File: src/rtl/tree_dispatch_node.sv
`default_nettype none
// +----------------------------------------------------------------------------+
// | tree_dispatch_node: forwards one parent command to its children by         |
// | broadcast or round-robin unicast, and returns one done/error response.     |
// | Revision: 1.0                                                              |
// +----------------------------------------------------------------------------+
module tree_dispatch_node #(
  parameter int NUM_CHILDREN = 10,
  parameter int DATA_W       = 32,
  parameter int TIMEOUT_CYC  = 255
) (
  input  logic                    clk,
  input  logic                    rst_n,
  input  logic                    up_valid,
  output logic                    up_ready,
  input  logic [DATA_W-1:0]       up_data,
  input  logic                    up_bcast,
  output logic                    up_done,
  output logic                    up_err,
  output logic [NUM_CHILDREN-1:0] up_done_mask,
  output logic [NUM_CHILDREN-1:0] dn_valid,
  input  logic [NUM_CHILDREN-1:0] dn_ready,
  output logic [DATA_W-1:0]       dn_data,
  input  logic [NUM_CHILDREN-1:0] dn_done,
  output logic [((NUM_CHILDREN > 1) ? $clog2(NUM_CHILDREN) : 1)-1:0] rr_ptr,
  output logic                    busy
);

  localparam int c_RR_W = (NUM_CHILDREN > 1) ? $clog2(NUM_CHILDREN) : 1;
  localparam int c_TC_W = (TIMEOUT_CYC > 0) ? $clog2(TIMEOUT_CYC + 1) : 1;
  localparam logic [c_RR_W-1:0]       c_RR_LAST = c_RR_W'(NUM_CHILDREN - 1);
  localparam logic [c_TC_W-1:0]       c_TC_LAST = c_TC_W'(TIMEOUT_CYC - 1);
  localparam logic [NUM_CHILDREN-1:0] c_ONE     = NUM_CHILDREN'(1);

  typedef enum logic [1:0] {
    S_IDLE  = 2'd0,
    S_ISSUE = 2'd1,
    S_RESP  = 2'd2
  } state_t;

  state_t                  r_state;
  logic [DATA_W-1:0]       r_data;
  logic [NUM_CHILDREN-1:0] r_target;
  logic [NUM_CHILDREN-1:0] r_pend;
  logic [NUM_CHILDREN-1:0] r_donem;
  logic [NUM_CHILDREN-1:0] r_done_mask;
  logic [c_TC_W-1:0]       r_tcnt;
  logic [c_RR_W-1:0]       r_rr;
  logic                    r_bcast;
  logic                    r_up_ready;
  logic                    r_up_done;
  logic                    r_up_err;
  logic                    r_busy;

  logic [NUM_CHILDREN-1:0] w_acc;
  logic [NUM_CHILDREN-1:0] w_donem_nxt;
  logic [NUM_CHILDREN-1:0] w_onehot;
  logic [c_RR_W-1:0]       w_rr_nxt;
  logic                    w_all_done;
  logic                    w_tmo_hit;

  // A done only counts from a targeted child that has accepted, now or earlier.
  assign w_acc       = r_pend & dn_ready;
  assign w_donem_nxt = r_donem | (dn_done & r_target & ((r_target & ~r_pend) | w_acc));
  assign w_all_done  = (w_donem_nxt == r_target);
  assign w_tmo_hit   = (TIMEOUT_CYC != 0) && (r_tcnt == c_TC_LAST);
  assign w_onehot    = c_ONE << r_rr;
  assign w_rr_nxt    = (r_rr == c_RR_LAST) ? '0 : r_rr + 1'b1;

  always_ff @(posedge clk or negedge rst_n) begin
    if (!rst_n) begin
      r_state     <= S_IDLE;
      r_data      <= '0;
      r_target    <= '0;
      r_pend      <= '0;
      r_donem     <= '0;
      r_done_mask <= '0;
      r_tcnt      <= '0;
      r_rr        <= '0;
      r_bcast     <= 1'b0;
      r_up_ready  <= 1'b1;
      r_up_done   <= 1'b0;
      r_up_err    <= 1'b0;
      r_busy      <= 1'b0;
    end else begin
      case (r_state)
        S_IDLE: begin
          if (up_valid) begin
            r_data     <= up_data;
            r_target   <= up_bcast ? '1 : w_onehot;
            r_pend     <= up_bcast ? '1 : w_onehot;
            r_donem    <= '0;
            r_tcnt     <= '0;
            r_bcast    <= up_bcast;
            r_up_ready <= 1'b0;
            r_busy     <= 1'b1;
            r_state    <= S_ISSUE;
          end
        end
        S_ISSUE: begin
          r_pend  <= r_pend & ~dn_ready;
          r_donem <= w_donem_nxt;
          if (r_tcnt != '1) begin
            r_tcnt <= r_tcnt + 1'b1;
          end
          // Completion takes priority over a coincident timeout.
          if (w_all_done || w_tmo_hit) begin
            r_pend      <= '0;
            r_up_done   <= 1'b1;
            r_up_err    <= !w_all_done;
            r_done_mask <= w_donem_nxt;
            r_state     <= S_RESP;
          end
        end
        S_RESP: begin
          if (!r_bcast) begin
            r_rr <= w_rr_nxt;
          end
          r_up_done   <= 1'b0;
          r_up_err    <= 1'b0;
          r_done_mask <= '0;
          r_up_ready  <= 1'b1;
          r_busy      <= 1'b0;
          r_state     <= S_IDLE;
        end
        default: begin
          r_state <= S_IDLE;
        end
      endcase
    end
  end

  assign up_ready     = r_up_ready;
  assign up_done      = r_up_done;
  assign up_err       = r_up_err;
  assign up_done_mask = r_done_mask;
  assign dn_valid     = r_pend;
  assign dn_data      = r_data;
  assign rr_ptr       = r_rr;
  assign busy         = r_busy;

endmodule
`default_nettype wire

File: config.mk
export PLATFORM = sky130hd
export DESIGN_NAME = tree_dispatch_node
export DESIGN_NICKNAME = d
export VERILOG_FILES = /design/src/rtl/tree_dispatch_node.sv
export SDC_FILE = /design/constraint.sdc
export NUM_CORES = 1
export LEC_CHECK = 0
export BUFFER_PORTS_ARGS = -buffer_cell sky130_fd_sc_hd__buf_2
export CAP_MARGIN = 20
export CORE_ASPECT_RATIO = 0.5
export CORE_MARGIN = 2
export CORE_UTILIZATION = 56
export DETAILED_ROUTE_END_ITERATION = 7
export GPL_ROUTABILITY_DRIVEN = 0
export PLACE_DENSITY = 0.83
export SKIP_LAST_GASP = 1
export SYNTH_ARGS = -nofsm -noshare
export SYNTH_HDL_FRONTEND = slang
export SYNTH_SLANG_ARGS = --single-unit
export TNS_END_PERCENT = 50
File: constraint.sdc
create_clock -name clk -period 3 [get_ports clk]
set_input_delay 0.75 -clock clk [delete_from_list [all_inputs] [get_ports clk]]
set_output_delay 0.75 -clock clk [all_outputs]
set_load 0.01 [all_outputs]
# --- After elaboration in Yosys (flattened, before gate mapping) ---
# Index checks and enable logic that the tools add are counted.
op_classes:
  n_addsub: 2
  eq_ne: 9
  bitwise_logic: 10
  reduce_logical: 13
  n_div: 0
  n_shift: 1
  mul: 0
  mux: 23
  magnitude_cmp: 0
ops:
  columns: ["op", "count"]
  rows:
  - ["10-bit case mux with 2 select lines", 3]
  - ["10-bit bitwise AND", 5]
  - ["10-bit 2-to-1 mux", 5]
  - ["10-bit NOT", 2]
  - ["10-bit OR", 2]
  - ["8-bit 2-to-1 mux", 2]
  - ["8-bit case mux with 2 select lines", 1]
  - ["2-bit AND reduction", 6]
  - ["10-bit equality test", 1]
  - ["1-bit by 4-bit left shift with 10-bit output (first input constant)", 1]
  - ["8-bit by 1-bit adder with 8-bit output (second input constant)", 1]
  - ["8-bit equality test (second input constant)", 1]
  - ["8-bit != test (second input constant)", 1]
  - ["1-bit case mux with 2 select lines", 4]
  - ["2-bit != test (second input constant)", 3]
  - ["2-bit nonzero test", 3]
  - ["4-bit by 1-bit adder with 4-bit output (second input constant)", 1]
  - ["4-bit equality test (second input constant)", 1]
  - ["1-bit 2-to-1 mux", 4]
  - ["2-bit 2-to-1 mux", 2]
  - ["4-bit 2-to-1 mux", 1]
  - ["2-bit case mux with 2 select lines", 1]
  - ["3-bit AND reduction", 1]
  - ["2-bit by 1-bit equality test with 1-bit output (second input constant)", 1]
  - ["other kinds (5)", 5]
word_totals:
  mem_count: 0
  ff_bits: 91
  romBits: 0
  out_inout_bits: 60
  in_bits: 56
  wordCells: 71
  ramBits: 0
  latchBits: 0

# --- Depth between registers and ports, before layout ---
# Gate-level depths: netlist (run 1).
logic_depth:
  ltp_word: 9
  depth_mapped: 8
  ltp_nobuf: 6

# --- Worst setup path after synthesis (run 1) ---
# OpenSTA, ideal clock, no wires.
synth_timing:
  path_type: "input-to-reg"
  startpoint: "input dn_ready[1]"
  endpoint: "register r_up_err, in the netlist up_err"
  path_buffers: 0
  setup_ps: 126
  required_time_ps: 2874
  arrival_ps: 1902
  slack_ps: 972
  path_stages: 6
  path_cell_list: "nand2b_1 > a21oi_2 > nor4_4 > and4_4 > nor3_2 > a311o_1"
synth_via:
  elab_chain_len: 8
  elab_cells_between_ends: 11
  cone_classes: "eq/ne (2); mux (2); bitwise (4); reduce/logical (3)"
synth_rtl:
  columns: ["item", "line", "rtl"]
  rows:
  - ["from (decl)", "22", "input logic [NUM_CHILDREN-1:0] dn_ready,"]
  - ["10-bit bitwise AND (*)", "63", "assign w_acc = r_pend & dn_ready;"]
  - ["10-bit OR (*)", "64", "assign w_donem_nxt = r_donem | (dn_done & r_target & ((r_target & ~r_pend) | w_acc));"]
  - ["10-bit bitwise AND (*)", "64", null]
  - ["10-bit OR (*)", "64", null]
  - ["10-bit equality test (*)", "65", "assign w_all_done = (w_donem_nxt == r_target);"]
  - ["1-bit logical NOT / 1-bit logical OR (equally long branches)", "110, 107", null]
  - ["1-bit 2-to-1 mux / 2-bit != test (equally long branches)", null, null]
  - ["1-bit case mux with 2 select lines / 2-bit AND reduction (equally long branches)", null, null]
  - ["to (signal assigned)", "110", "r_up_err <= !w_all_done;"]
  - ["to (decl)", "52", "logic r_up_err;"]
# Mark *: on every way between the ends. The rest lies on a longest branch, timed or not. The select of a mux whose other input is x is not followed.
# A chain may end at the register's enable or synchronous reset.

# --- Worst setup path in the final report (run 1) ---
layout_timing:
  startpoint: "input dn_ready[8]"
  endpoint: "register r_pend[1], in the netlist dn_valid[1]"
layout_via:
  elab_chain_len: 8
layout_rtl:
  columns: ["item", "line", "rtl"]
  rows:
  - ["10-bit bitwise AND", "63", null]
  - ["10-bit OR", "64", null]
  - ["10-bit bitwise AND", "64", null]
  - ["10-bit OR", "64", null]
  - ["10-bit equality test", "65", null]
  - ["1-bit logical OR", "107", "if (w_all_done || w_tmo_hit) begin"]
  - ["10-bit 2-to-1 mux", "107", null]
  - ["10-bit case mux with 2 select lines", "86", "case (r_state)"]
  - ["to (signal assigned)", "91", "r_pend <= up_bcast ? '1 : w_onehot;"]
  - ["to (signal assigned)", "101", "r_pend <= r_pend & ~dn_ready;"]
  - ["to (decl)", "44", "logic [NUM_CHILDREN-1:0] r_pend;"]
# No other way between the ends.

==> results of run 1 <==
## per-stage QoR
step | cells | power [mW] | worst slack [ns] | util, % | hold WS, ns
2_1_floorplan | 444 | 3.19 | 0.972 | - | 0.446
3_3_place_gp | 643 | 3.80 | 0.786 | 67.1 | 0.452
3_5_place_dp | 643 | 3.88 | 0.673 | 67.1 | 0.460
4_1_cts | 659 | 5.25 | 0.998 | 72.0 | 0.412
5_1_grt | 659 | 5.57 | 0.873 | 72.0 | 0.442
6_report | 659 | 5.23 | 0.989 | 72.0 | 0.387
## flip-flops by register name (all words and copies together) (netlist names)
name,flops
r_state,2
dn_valid,10
dn_data,32
up_done,1
r_target,10
up_done_mask,10
up_err,1
r_donem,10
busy,1
r_tcnt,8
r_bcast,1
up_ready,1
rr_ptr,4
## final timing paths
kind                            slack, ns                       to                    start  cells past startpoint
worst min-delay path                 0.39  dn_data[12]$_DFFE_PN0P_                    rst_n                      1
worst min register to register       0.47  dn_data[14]$_DFFE_PN0P_  dn_data[14]$_DFFE_PN0P_                      2
worst max-delay path                 0.99  dn_valid[1]$_DFFE_PN0P_              dn_ready[8]                      7
max in group asynchronous            1.97     up_ready$_DFFE_PN1P_                    rst_n                      2
worst max register to register       1.13  dn_valid[1]$_DFFE_PN0P_   r_donem[8]$_DFFE_PN0P_                      6
min in group clk                     0.47  dn_data[14]$_DFFE_PN0P_  dn_data[14]$_DFFE_PN0P_                      2
## cells by family (layout without fill, tap and decap cells)
| family | Yosys count | count (layout) | share of synthesized area, % |
|---|---|---|---|
| compound gates | 95 | 95 | 15.9 |
| simple gates | 216 | 216 | 24.5 |
| xor+xnor | 4 | 4 | 0.827 |
| buf+inv | 32 | 151 | 3.28 |
| mux | 2 | 2 | 0.473 |
| flops | 91 | 91 | 53.8 |
| fa+ha+maj | 4 | 4 | 1.18 |
## layout make-up
| type | instances | area share, % |
|---|---|---|
| multi-input cells | 321 | 34.6 |
| inverters | 13 | 0.925 |
| flip-flops and latches | 91 | 43.2 |
| repair buffers | 122 | 12.2 |
| well taps | 96 | 2.28 |
| clock buffers | 11 | 4.41 |
| clock inverters | 5 | 2.37 |
## power by group
group          internal (mW)  total [mW]  switching, mW
clock network          0.897        1.35          0.453
registers               1.70        2.07          0.373
logic                  0.740        1.81           1.07
total                   3.34        5.23           1.90
## Yosys cell counts (all sizes together)
| library cell | instances |
|---|---|
| nand3 | 5 |
| nand2b | 22 |
| a21o | 6 |
| o22ai | 7 |
| inv | 13 |
| a311o | 1 |
| a41oi | 1 |
| dfrtp | 90 |
| nor3 | 4 |
| clkbuf | 12 |
| nand4 | 8 |
| and3 | 2 |
| a211oi | 3 |
| buf | 7 |
| a21oi | 23 |
| a32o | 6 |
| o311ai | 3 |
| nor2b | 4 |
| a311oi | 1 |
| o21a | 1 |
| and4 | 2 |
| nor4 | 2 |
| a31oi | 13 |
| xor2 | 4 |
| o21ai | 20 |
| nor2 | 44 |
| o31ai | 10 |
| nor3b | 1 |
| dfstp | 1 |
| nand2 | 115 |
| mux2i | 2 |
| and2 | 3 |
| ha | 4 |
| or2b | 4 |
## layer usage
| layer | up-vias | GRT usage, % | wire (um) |
|---|---|---|---|
| li1 | 1747 | - | - |
| met1 | 1762 | 35.2 | 4580 |
| met2 | 133 | 45.3 | 5080 |
| met3 | 25 | 7.25 | 688 |
| met4 | 0 | 12.9 | 259 |
| met5 | - | 0 | 0 |
==> results.ini, run 1 <==
[outcome]
status=finished clean

[routing]
viasPerCell=5.56
drt-wirelength-per-cell_um=16.1
via_count=3667
ant_nets=0
drc=0
dr.pass1.iters=5
drtIter0Drc=320
routed_wl_um=10600

[sta]
period_share_pct=67.0
rsz0062_at_grt=no
setup_violations=0
clock.fmax_ghz=0.497
period_minus_slack_ns=2.01
drv_slew=0
fin_setup_tns_ns=0
maxSlewHeadroom_pct=59.1
worstMarginPinSlew_ns=0.614
hold_viol=0
fin_skew_ns=0.00638

[global_route]
grtUsageTotal_pct=27.7
grt_pass1_vias=3664
antenna_found_initial=0
grt_overflow_total=0
grt_max_degree=60
grt_pass1_wl_um=17700

[synthesis]
synth_top_area_share_pct=53.2
avgSynthCellArea_um2=9.54
ys_seq_elements=91
synthesis.nets=504
yosysTopAreaCell=dfrtp_1
synth_seq_area_share_pct=53.8
yosys_warnings=0
synth_area_mm2=0.00424
synthTopCellsByArea=dfrtp_1 53%, nand2_1 10%, nor2_1 3.8%
syn_inst=444
synth_cell_types=48

[die]
die_h_um=65.5
start_util_pct=57.9
core-area_mm2=0.00732
ios=116
fp.dieArea_mm2=0.00832
rows=22
die-width_um=127

[worst_setup_path]
cpPeakStageDelay_ns=0.38
cp_max_fo=17
slowest_stage=o31ai_1
end_kind=flip-flop
critPathRequiredTime_ns=3.23
crit_buf_inv=1
startpoint_type=input port
worst-setup-path-type=input port to flip-flop
worstPathArrival_ns=2.24
crit_path_cell_trace=buf_2 -> nand2b_1 -> a21oi_1 -> nor4_4 -> nand4_2 -> nand2_2 -> o31ai_1
crit_family=compound AO/OA/AOI/OAI gates

[power]
leakage_nw=2.68
powerDensity_mw_per_mm2=992
ir_drop_mv=0.479

[cells_and_area]
mostFrequentLayoutCells=114 x buf_2, 113 x nand2_1, 90 x dfrtp_1, 43 x nor2_1
fin_area_mm2=0.00527
insertedDiodeCount=0
syn2layout_area_growth_pct=24.5
multi_input_area_mm2=0.00183
register_area_mm2=0.00228
layout-drive-gt1-share_pct=29.1
finalNetCount=618
final_common_cell=buf_2
fill_cells=530

[cts]
htreeDepth=3
post_cts_buffers=0
cts_made_buffers=9
clock_path_buffers=2
cts_root_buffer=clkbuf_16
clk_latency_ns=0.35
path_clk_slew_ns=0.06
cts_sinks=91
cts_resized=0
hold_buffers=0
cts_tree=yes

[placement]
hpwlAfterDp_um=7410
io_buffers=115
dpl_cell_area_mm2=0.00492

[min_path]
holdCritPathClass=input port to async pin

[run]
max_cap_viol_count=0

No activity file was read; power rests on OpenSTA's default activity.
==> run 2, diff against run 1 <==
--- a/config.mk
+++ b/config.mk
@@ -9,10 +9,10 @@
 export CAP_MARGIN = 20
 export CORE_ASPECT_RATIO = 0.5
 export CORE_MARGIN = 2
-export CORE_UTILIZATION = 56
+export CORE_UTILIZATION = 47
 export DETAILED_ROUTE_END_ITERATION = 7
 export GPL_ROUTABILITY_DRIVEN = 0
-export PLACE_DENSITY = 0.83
+export PLACE_DENSITY = 0.74
 export SKIP_LAST_GASP = 1
 export SYNTH_ARGS = -nofsm -noshare
 export SYNTH_HDL_FRONTEND = slang
==> constraint.sdc (replaced) <==
create_clock -name clk -period 1.77 [get_ports clk]
set_input_delay 0.4425 -clock clk [delete_from_list [all_inputs] [get_ports clk]]
set_output_delay 0.4425 -clock clk [all_outputs]
set_load 0.01 [all_outputs]
==> results.ini, run 2 (synthesis results as in run 1) <==
[sta]
maxSlewHeadroom_pct=73.8
rsz0062_at_grt=yes
hold_viol=0
period_share_pct=98.8
worstMarginPinSlew_ns=0.392
period_minus_slack_ns=1.75
drv_slew=0
fin_setup_tns_ns=0
holdWs_ns=0.291
fin_skew_ns=0.00832
clock.fmax_ghz=0.572
setup_violations=0
fin_ws_ns=0.0215

[cts]
cts_tree=yes
cts_made_buffers=9
htreeDepth=3
cts_sinks=91
clk_latency_ns=0.34
clock_path_buffers=2
cts_root_buffer=clkbuf_16
path_clk_slew_ns=0.07

[placement]
place_ws_ns=-0.144
dpl_cell_area_mm2=0.00522
placed_cells=699
hpwlAfterDp_um=7730
io_buffers=115

[global_route]
grt_pass1_wl_um=17900
grtUsageTotal_pct=22.8
antenna_found_initial=0
grt_max_degree=42
grt_overflow_total=0
grt_pass1_vias=3733

[power]
switchingPower_mw=3.30
seqPwrFrac_pct=38.0
power_mw=8.95
ir_drop_mv=0.716
swShare_pct=36.8
leakage_nw=2.85
combPwrFrac_pct=39.0
power_frac_clock_pct=23.0
p_int_mw=5.65
powerDensity_mw_per_mm2=1600

[worst_setup_path]
critPathRequiredTime_ns=2.01
cpPeakStageDelay_ns=0.40
worstPathArrival_ns=1.99
worst-setup-path-type=flip-flop to flip-flop
slowest_stage=dfrtp_1
path_common_cell=buf_4
startpoint_type=flip-flop
end_kind=flip-flop
crit_path_cell_trace=buf_4 -> nand2b_1 -> a21oi_2 -> nor4_4 -> buf_4 -> nand4_2 -> nand2_2 -> buf_4 -> o31ai_1
cp_max_fo=6

[cells_and_area]
final_cells=718
mostFrequentLayoutCells=114 x buf_2, 113 x nand2_1, 90 x dfrtp_1, 43 x nor2_1, 43 x buf_4
final_core_util_pct=64.0
insertedDiodeCount=0
final_common_cell=buf_2
fill_cells=699
syn2layout_area_growth_pct=32.0
fin_area_mm2=0.00559
largest_register_ffs=32
finalNetCount=656
layout-drive-gt1-share_pct=34.6

[routing]
dr.pass1.iters=5
via_count=3806
routed_wl_um=10600
drt-wirelength-per-cell_um=14.8
drc=0
viasPerCell=5.30
ant_nets=0
drtIter0Drc=280

[run]
max_cap_viol_count=0

[die]
die-width_um=138
ios=116
start_util_pct=48.5
core-area_mm2=0.00874
fp.dieArea_mm2=0.00984
rows=24
die_h_um=71.1

[min_path]
holdCritPathClass=input port to flip-flop

[outcome]
status=finished clean

-- run 2: cell count changes in the layout (fill, tap and decap cells not counted), moves of 2 or more --
cell	delta
clkbuf_1	-2
clkinv_4	+3
buf_4	+36
bufinv_16	-2
o31ai_2	+3
o31ai_1	-3
-- run 2: worst max-delay path, delay by kind of cell (launching register included) --
kind | cells | cell delay, ns
DFF | 1 | 0.40
and+or+nand+nor | 4 | 0.37
buffers and inverters | 3 | 0.47
AOI/OAI and AO/OA | 2 | 0.42
-- run 2: timing repair --
action | 4_1_cts | 5_1_grt
hold buffers | 1 | 0
pin swaps | 3 | 9
endpoints found under the setup margin | 7 | 16
resized for setup | 0 | 5
buffers inserted | 1 | 1
endpoints found under the hold margin | 12 | 0
-- run 2: layout make-up --
cell class	instances	area (um2)	area share, %
multi-input cells	321	1850	33.1
inverters	13	48.8	0.872
clock inverters	7	100	1.79
flip-flops and latches	91	2280	40.7
well taps	117	146	2.62
clock buffers	9	225	4.03
repair buffers	160	943	16.9
-- run 2: final timing paths --
kind / start / end / slack [ns] / cells past startpoint
max: r_donem[5]$_DFFE_PN0P_ / dn_valid[7]$_DFFE_PN0P_ / 0.02 / 9
min: up_data[3] / dn_data[3]$_DFFE_PN0P_ / 0.29 / 3
max reg2reg: r_donem[5]$_DFFE_PN0P_ / dn_valid[7]$_DFFE_PN0P_ / 0.02 / 9
min reg2reg: dn_data[14]$_DFFE_PN0P_ / dn_data[14]$_DFFE_PN0P_ / 0.47 / 2
max in group asynchronous: rst_n / up_ready$_DFFE_PN1P_ / 0.69 / 3
min in group asynchronous: rst_n / dn_data[14]$_DFFE_PN0P_ / 0.50 / 2
-- run 2: power by group through the flow --
stage	registers, mW	clock network [mW]	logic, mW
finish	3.40	2.06	3.49
global route	3.51	2.18	3.89
CTS	3.40	2.10	3.46
detailed placement	3.40	0	3.47
global placement	3.41	0	3.36
floorplan	3.64	0	1.76
-- run 2: layer usage --
metal  GRT usage (%)  wire, um
met5               0         0
met3            6.50       649
met1            30.4      4870
met4            6.24       176
met2            37.3      4950
==> run 3, diff against run 2 <==
--- a/config.mk
+++ b/config.mk
@@ -5,14 +5,15 @@
 export SDC_FILE = /design/constraint.sdc
 export NUM_CORES = 1
 export LEC_CHECK = 0
+export ABC_AREA = 1
 export BUFFER_PORTS_ARGS = -buffer_cell sky130_fd_sc_hd__buf_2
 export CAP_MARGIN = 20
 export CORE_ASPECT_RATIO = 0.5
 export CORE_MARGIN = 2
-export CORE_UTILIZATION = 47
+export CORE_UTILIZATION = 48
 export DETAILED_ROUTE_END_ITERATION = 7
 export GPL_ROUTABILITY_DRIVEN = 0
-export PLACE_DENSITY = 0.74
+export PLACE_DENSITY = 0.75
 export SKIP_LAST_GASP = 1
 export SYNTH_ARGS = -nofsm -noshare
 export SYNTH_HDL_FRONTEND = slang
==> results.ini, run 3 <==
[cells_and_area]
largest_register_ffs=32
final_cells=795
mostFrequentLayoutCells=203 x nand2_1, 114 x buf_2, 89 x dfrtp_1, 81 x inv_1, 34 x nand3_1
syn2layout_area_growth_pct=25.3
fill_cells=786
finalNetCount=733
layout-drive-gt1-share_pct=26.3
final_common_cell=nand2_1
insertedDiodeCount=0
fin_area_mm2=0.00546

[sta]
hold_viol=0
period_minus_slack_ns=1.64
fin_skew_ns=0.00666
worstMarginPinSlew_ns=0.473
clock.fmax_ghz=0.612
period_share_pct=92.4
drv_slew=0
setup_violations=0
maxSlewHeadroom_pct=68.5
rsz0062_at_grt=yes

[worst_setup_path]
worst-setup-path-type=flip-flop to flip-flop
slowest_stage=dfrtp_1
crit_buf_inv=4
crit_family=simple AND/OR/NAND/NOR gates
worstPathArrival_ns=1.86
startpoint_type=flip-flop
crit_path_cell_trace=inv_2 -> nand3_4 -> inv_2 -> nor2_1 -> inv_1 -> or2_2 -> inv_1 -> a21oi_1
cp_max_fo=12
critPathRequiredTime_ns=1.99
cpPeakStageDelay_ns=0.53
end_kind=flip-flop

[synthesis]
yosysTopAreaCell=dfrtp_1
synth_area_mm2=0.00435
synthTopCellsByArea=dfrtp_1 52%, nand2_1 18%, inv_1 7.0%
avgSynthCellArea_um2=7.90
synth_seq_area_share_pct=52.3
synthesis.nets=611
async_flop_share_pct=100
synth_edf_count=0
synthFlopType=dfrtp_1
synth_cell_types=33
synth_top_area_share_pct=51.7
yosys_warnings=0
synth_most_common_cell=nand2_1
syn_inst=551
ys_seq_elements=91
ys_top_cells_by_count=203 x nand2_1, 90 x dfrtp_1, 81 x inv_1

[power]
ir_drop_mv=0.658
powerDensity_mw_per_mm2=1570
leakage_nw=3.23
power_mw=8.56

[cts]
cts_sinks=91
cts_root_buffer=clkbuf_16
cts_tree=yes
clock_path_buffers=2
cts_made_buffers=9
path_clk_slew_ns=0.06
htreeDepth=3
clk_latency_ns=0.34
post_cts_buffers=0

[routing]
via_count=3837
viasPerCell=4.83
dr.pass1.iters=4
drc=0
ant_nets=0
routed_wl_um=10200
drtIter0Drc=225
drt-wirelength-per-cell_um=12.8

[global_route]
grt_max_degree=48
grtUsageTotal_pct=21.6
grt_overflow_total=0
grt_pass1_wl_um=17000
antenna_found_initial=0
grt_pass1_vias=3662

[die]
die_h_um=71.3
ios=116
start_util_pct=49.6
fp.dieArea_mm2=0.00989
rows=24
die-width_um=139
core-area_mm2=0.00877

[placement]
io_buffers=115
placed_cells=779
dpl_cell_area_mm2=0.00512
hpwlAfterDp_um=7500

[run]
max_cap_viol_count=0

[min_path]
holdCritPathClass=input port to async pin

[outcome]
status=finished clean

## run 3: cell types whose count changed in the layout (fill, tap and decap cells not counted), moves of 13 or more
cell / delta
a31oi_1: -13
buf_4: -30
inv_1: +68
nand2_1: +90
nand2b_1: -18
nand3_1: +30
nor2_1: -23
or2_2: +13
## run 3: report_power, final
| group | total [mW] | internal [mW] | switching (mW) |
|---|---|---|---|
| logic | 3.17 | 1.27 | 1.89 |
| clock network | 1.97 | 1.18 | 0.795 |
| registers | 3.43 | 2.90 | 0.522 |
| total | 8.56 | 5.35 | 3.21 |
## run 3: per-layer routing
layer	track usage (%)	share of wire, %
met1	28.3	46
met2	36.9	48
met3	4.81	5.4
met4	6.85	0.88
met5	0	0
## run 3: layout make-up
type	instances	area, um2	share of cell area, %
Sequential cell	91	2280	41.8
Multi-Input combinational cell	358	1690	31.0
Timing Repair Buffer	129	708	13.0
Clock inverter	5	60.1	1.10
Inverter	84	315	5.78
Tap cell	117	146	2.68
Clock buffer	11	253	4.63
## run 3: logic make-up after synthesis
logic type,count (synthesis),share of synthesized area (%)
buffers and inverters,102,9.28
adders and majority gates,4,1.15
and+or+nand+nor,297,30.0
DFF,91,52.3
xor gates and xnor gates,1,0.201
AOI/OAI and AO/OA,56,6.98
## run 3: what timing repair did
action	CTS	global route
hold buffers	0	0
endpoints found under the setup margin	0	3
endpoints found under the hold margin	0	0
resized for setup	0	6
## run 3: stage by stage
stage / setup WS, ns / hold WS [ns] / TNS, ns / util (%)
finish: 0.135 / 0.00173 / 0 / 62.2
global route: -0.0209 / 0.0112 / -0.0282 / 62.2
CTS: 0.0806 / 0.000759 / 0 / 61.9
detailed placement: 0.0692 / 0.369 / 0 / 58.4
global placement: 0.134 / 0.369 / 0 / 58.4
floorplan: 0.266 / 0.147 / 0 / -
## run 3: final timing paths
path | depth (start not counted) | slack [ns] | from | end
setup / recovery | 8 | 0.13 | r_state[1]$_DFFE_PN0P_ | dn_valid[1]$_DFFE_PN0P_
hold / removal | 1 | 0.002 | rst_n | dn_data[4]$_DFFE_PN0P_
setup reg to reg | 8 | 0.13 | r_state[1]$_DFFE_PN0P_ | dn_valid[1]$_DFFE_PN0P_
hold reg to reg | 2 | 0.47 | dn_data[8]$_DFFE_PN0P_ | dn_data[8]$_DFFE_PN0P_
max in group asynchronous | 2 | 1.20 | rst_n | up_ready$_DFFE_PN1P_
min in group clk | 3 | 0.29 | up_data[11] | dn_data[11]$_DFFE_PN0P_
